--- src/rtl/task_sequencer.sv ---
// task_sequencer: runs up to NUM_TASKS sub-FSMs one after another in ascending
// index order, as selected by an enable mask captured at start. Each selected
// task gets a one-cycle start pulse. The sequencer then waits for that task's
// finish pulse, for an abort, or for an optional timeout. While a task is
// selected, its memory request is muxed onto the shared mem_* port.
//
// Ports
//   clk, reset_n        clock, asynchronous active-low reset
//   start, abort        sequence control (start is sampled in IDLE only)
//   task_enable         per-task run mask, captured when start is accepted
//   task_finish         per-task done pulses; only the active task's bit counts
//   task_we/addr/wdata  per-task memory requests, task i at [i*W +: W]
//   task_start          one-cycle launch pulse to the active task
//   mem_we/addr/wdata   request of the active task; 0 when no task is selected
//   busy, active_task   status decoded from the registered state
//   done                one-cycle pulse when a sequence completes normally
//   error               sticky; set by abort or timeout, cleared by next start
module task_sequencer #(
  parameter int unsigned NUM_TASKS      = 2,
  parameter int unsigned ADDR_W         = 8,
  parameter int unsigned DATA_W         = 8,
  parameter int unsigned TIMEOUT_CYCLES = 0
) (
  input  logic                          clk,
  input  logic                          reset_n,
  input  logic                          start,
  input  logic                          abort,
  input  logic [NUM_TASKS-1:0]          task_enable,
  input  logic [NUM_TASKS-1:0]          task_finish,
  input  logic [NUM_TASKS-1:0]          task_we,
  input  logic [NUM_TASKS*ADDR_W-1:0]   task_addr,
  input  logic [NUM_TASKS*DATA_W-1:0]   task_wdata,
  output logic [NUM_TASKS-1:0]          task_start,
  output logic                          mem_we,
  output logic [ADDR_W-1:0]             mem_addr,
  output logic [DATA_W-1:0]             mem_wdata,
  output logic                          busy,
  output logic [2:0]                    active_task,
  output logic                          done,
  output logic                          error
);

  localparam int unsigned IDX_W   = 3;
  // Counter wide enough to hold TIMEOUT_CYCLES itself, never less than 1 bit.
  localparam int unsigned CNT_W   = (TIMEOUT_CYCLES < 2) ? 1 : $clog2(TIMEOUT_CYCLES + 1);
  // Counter value seen during the last permitted WAIT cycle.
  localparam int unsigned TO_LAST = (TIMEOUT_CYCLES == 0) ? 0 : TIMEOUT_CYCLES - 1;

  typedef enum logic [2:0] {
    S_IDLE,
    S_LAUNCH,
    S_WAIT,
    S_DONE,
    S_FAIL
  } state_e;

  state_e                 state_q, state_d;
  logic [NUM_TASKS-1:0]   mask_q,  mask_d;
  logic [IDX_W-1:0]       idx_q,   idx_d;
  logic [CNT_W-1:0]       cnt_q,   cnt_d;
  logic                   error_q, error_d;

  logic                   sel_finish;
  logic                   task_selected;
  logic [IDX_W:0]         first_pick;
  logic [IDX_W:0]         next_pick;

  // Lowest set bit of mask at or above index 'from'; MSB of result = found.
  function automatic logic [IDX_W:0] pick_from(input logic [NUM_TASKS-1:0] mask,
                                               input int unsigned          from);
    logic [IDX_W:0] r;
    r = '0;
    for (int i = int'(NUM_TASKS) - 1; i >= 0; i--) begin
      if ((i >= int'(from)) && mask[i]) begin
        r = {1'b1, IDX_W'(i)};
      end
    end
    return r;
  endfunction

  assign first_pick    = pick_from(task_enable, 0);
  assign next_pick     = pick_from(mask_q, 32'(idx_q) + 32'd1);
  assign task_selected = (state_q == S_LAUNCH) || (state_q == S_WAIT);

  // Finish bit of the active task only; other tasks' finish bits are ignored.
  always_comb begin
    sel_finish = 1'b0;
    for (int i = 0; i < int'(NUM_TASKS); i++) begin
      if (idx_q == IDX_W'(i)) begin
        sel_finish = task_finish[i];
      end
    end
  end

  // Next-state and register update logic.
  always_comb begin
    state_d = state_q;
    mask_d  = mask_q;
    idx_d   = idx_q;
    cnt_d   = cnt_q;
    error_d = error_q;

    case (state_q)
      S_IDLE: begin
        if (start) begin
          mask_d  = task_enable;
          error_d = 1'b0;
          if (first_pick[IDX_W]) begin
            idx_d   = first_pick[IDX_W-1:0];
            state_d = S_LAUNCH;
          end else begin
            idx_d   = '0;
            state_d = S_DONE;
          end
        end
      end

      S_LAUNCH: begin
        cnt_d = '0;
        if (abort) begin
          error_d = 1'b1;
          state_d = S_FAIL;
        end else begin
          state_d = S_WAIT;
        end
      end

      S_WAIT: begin
        if (TIMEOUT_CYCLES != 0) begin
          cnt_d = cnt_q + CNT_W'(1);
        end
        // Priority: abort, then finish, then timeout.
        if (abort) begin
          error_d = 1'b1;
          state_d = S_FAIL;
        end else if (sel_finish) begin
          if (next_pick[IDX_W]) begin
            idx_d   = next_pick[IDX_W-1:0];
            state_d = S_LAUNCH;
          end else begin
            state_d = S_DONE;
          end
        end else if ((TIMEOUT_CYCLES != 0) && (cnt_q == CNT_W'(TO_LAST))) begin
          error_d = 1'b1;
          state_d = S_FAIL;
        end
      end

      S_DONE:  state_d = S_IDLE;
      S_FAIL:  state_d = S_IDLE;
      default: state_d = S_IDLE;
    endcase
  end

  // State registers.
  always_ff @(posedge clk or negedge reset_n) begin
    if (!reset_n) begin
      state_q <= S_IDLE;
      mask_q  <= '0;
      idx_q   <= '0;
      cnt_q   <= '0;
      error_q <= 1'b0;
    end else begin
      state_q <= state_d;
      mask_q  <= mask_d;
      idx_q   <= idx_d;
      cnt_q   <= cnt_d;
      error_q <= error_d;
    end
  end

  // Status outputs decoded from registered state only.
  assign busy        = (state_q != S_IDLE);
  assign done        = (state_q == S_DONE);
  assign error       = error_q;
  assign active_task = task_selected ? idx_q : '0;
  assign task_start  = (state_q == S_LAUNCH) ? (NUM_TASKS'(1) << idx_q) : '0;

  // Memory request mux: the active task's request passes through combinationally.
  always_comb begin
    mem_we    = 1'b0;
    mem_addr  = '0;
    mem_wdata = '0;
    if (task_selected) begin
      for (int i = 0; i < int'(NUM_TASKS); i++) begin
        if (idx_q == IDX_W'(i)) begin
          mem_we    = task_we[i];
          mem_addr  = task_addr[i*ADDR_W +: ADDR_W];
          mem_wdata = task_wdata[i*DATA_W +: DATA_W];
        end
      end
    end
  end

endmodule

--- config.mk ---
export PLATFORM = sky130hd
export DESIGN_NAME = task_sequencer
export DESIGN_NICKNAME = d
export VERILOG_FILES = /design/src/rtl/task_sequencer.sv
export SDC_FILE = /design/constraint.sdc
export NUM_CORES = 1
export LEC_CHECK = 0
export ABC_AREA = 1
export CORE_ASPECT_RATIO = 0.8
export CORE_MARGIN = 2
export CORE_UTILIZATION = 32
export CTS_CLUSTER_DIAMETER = 40
export CTS_CLUSTER_SIZE = 20
export DETAILED_ROUTE_END_ITERATION = 6
export GPL_TIMING_DRIVEN = 0
export HOLD_SLACK_MARGIN = 0.15
export PLACE_DENSITY = 0.8
export SYNTH_ARGS = -nofsm -noshare
export SYNTH_HDL_FRONTEND = slang
export SYNTH_SLANG_ARGS = --single-unit
--- constraint.sdc ---
create_clock -name clk -period 1.5 [get_ports clk]
set_input_delay 0.3 -clock clk [delete_from_list [all_inputs] [get_ports clk]]
set_output_delay 0.3 -clock clk [all_outputs]
set_load 0.05 [all_outputs]
==> results.yml, run 1 <==
outcome:
  status: "finished, violations left"
  violations: "negative setup slack"
timing:
  setup_slack_ns: -0.243
  rsz0062_at_grt: "true"
  hold_violations: 0
  skew_ns: 0.00134
  finalCritPeriodShare: 1.16
  fmax_ghz: 0.574
  period_needed_ns: 1.74
  setup_viol: 21
  tns_ns: -4.41
  slew_violations: 0
detailed_routing:
  antenna_left: 0
  dr.pass1.iters: 4
  vias: 1251
  drc: 0
  drt_wl_total_um: 3300
  routedWlPerCell_um: 12.6
  drt_iter0_drc: 64
  viasPerCell: 4.79
global_route:
  globalRouteOverflowTotal: 0
  grt_pass1_wl_um: 5060
  grt_antenna_before_repair: 0
  grt_max_degree: 11
  first_global_vias: 1232
  grtUsageTotal: 0.219
pwr:
  power_frac_seq: 0.068
  pwr-share-clk: 0.033
  p_int_mw: 2.21
  finalPower_mw: 5.08
  p_leak_nw: 0.979
  switching_power_mw: 2.87
  max-vdd-ir-drop_mv: 1.25
  comb_power_share: 0.900
  p_per_area_mw_per_mm2: 2710
  p_sw_frac: 0.564
logic_synthesis:
  netlist_instances: 149
  yosysWarningCount: 0
  ys_seq_elements: 6
  ys_seq_area_frac: 0.188
  netlist.area_leader.share: 0.371
  syn-cell-area_um2: 800
  synth.largest_area_cell: "nand2_1"
  syn_area_per_cell_um2: 5.37
  synth_area_leaders: "nand2_1, dfrtp_1, inv_1"
  synth_cell_types: 22
critical_path:
  r2r_slack_ns: 0.12
  r2r_start: "state_q[0]"
  r2r_cells: 8
  crit_type: "reg -> out"
  critPathArrivalTime_ns: 1.44
  cp_max_fo: 5
  timing.rr.end: "error"
  setup.worst_path.end_class: "primary output"
  cp-start-kind: "flip-flop"
  critPathRequiredTime_ns: 1.20
  crit_start: "state_q[0]"
clock_tree:
  insertion_delay_ns: 0.25
  cts.path.max_buffers: 2
  cts-htree-levels: 1
  cts_root_buf: "clkbuf_4"
  cts.sinks: 6
  cts_made_buffers: 3
  cts.clk_slew.worst_paths_ns: 0.05
  cts_tree: "yes"
place:
  placed_cell_area_mm2: 0.00152
  dpl.hpwl_um: 2150
  dp_cells: 241
  port_buffers: 64
  routabilityCongestion: 0.804
cells_and_area:
  area_growth_pct: 134
  fin_nets: 277
  multiInputGateArea_um2: 606
  fillers: 175
  fin_util: 0.779
  fin_area_mm2: 0.00187
  instances_no_fill: 261
  drive_gt1_frac: 0.380
  ff_latch_area_um2: 153
  num_antenna_cells: 0
flow_run:
  max_cap_violations: 0
floorplanning:
  core_mm2: 0.00240
  ioPinCount: 67
  rows: 16
  dieHeight_um: 48.7
  die_w_um: 59.9
  start_util: 0.333
  dieArea_mm2: 0.00292
min_path:
  hold_class: "in -> async"
## what timing repair did
| item | in CTS | in global routing |
|---|---|---|
| hold buffers | 0 | 0 |
| buffers inserted | 12 | 3 |
| endpoints found under the setup margin | 23 | 21 |
| gates cloned | 2 | 0 |
| pin swaps | 5 | 5 |
| resized for setup | 183 | 26 |
## Yosys cell counts, drive strengths merged
cell,n
a21oi,5
buf,6
clkbuf,1
conb,1
dfrtp,6
inv,25
nand2,86
nand3,6
nand4,2
nor2,8
nor3,1
o21ai,1
or2,1
## logic make-up (layout without fill, tap and decap cells)
family,Yosys count,count (layout),synth area share
other,1,2,0.00469
AO/OA/AOI/OAI,6,6,0.0375
buffers and inverters,32,115,0.185
flip-flops,6,6,0.188
AND/OR/NAND/NOR,104,105,0.585
## final cells by class
class	count	area share
Timing Repair Buffer	80	0.471
Multi-Input combinational cell	113	0.324
Sequential cell	6	0.0816
Inverter	25	0.0702
Buffer	6	0.0214
Tap cell	27	0.0180
Clock buffer	4	0.0140
## power by group through the flow
stage,combinational (mW),sequential (mW),clock (mW)
floorplan,2.36,0.363,0
global route,4.82,0.348,0.185
global placement,3.28,0.327,0
detailed placement,3.33,0.335,0
finish,4.57,0.343,0.165
CTS,4.28,0.336,0.172
## layout by cell type (no fill, tap or decap), drive strengths merged
cell / instances
nor2: 8
conb: 2
clkinvlp: 10
or2: 1
nand3: 6
clkdlybuf4s50: 41
o21ai: 1
buf: 43
inv: 15
nand4: 2
nand2: 87
nor3: 1
dfrtp: 6
dlygate4sd2: 1
a21oi: 5
clkbuf: 5
## routing by layer
metal  up-vias  share of wire  track usage
li1        606              -            -
met1       567           0.39        0.252
met2        71           0.51        0.415
met3         7          0.083       0.0321
met4         0          0.013       0.0444
met5         -              0            0
## worst max-delay path: stages (launching register included)
cell,delay [ns]
dfrtp_2,0.45
nor2_4,0.16
nand2_4,0.09
buf_4,0.15
nand2_4,0.08
nand2_1,0.05
inv_1,0.06
buf_6,0.15
## metrics by stage
step	worst slack (ns)	hold WS (ns)
after global routing	-0.316	0.316
after CTS	-0.279	0.306
after global placement	-0.713	0.458
after detailed placement	-0.724	0.473
final	-0.243	0.297
after floorplan	-0.138	0.00441
## sequential cells by signal, summed over array words and instances (netlist names)
signal / count
error: 1
idx_q: 1
state_q: 3
mask_q: 1
## worst max-delay path by stage
stage	to	slack, ns	cells past startpoint
after global placement	mem_addr[0]	-0.71	7
after detailed placement	mem_wdata[4]	-0.72	7
after floorplan	task_start[0]	-0.14	3
after global routing	mem_wdata[4]	-0.32	7
final	mem_wdata[0]	-0.24	7
after CTS	mem_addr[4]	-0.28	8
Power figures use the tool's default switching activity.
==> run 2, diff against run 1 <==
SLEW_MARGIN = 20   (was default)
==> results of run 2 <==
No change in the layout: final DEF, timing and power equal those of run 1.
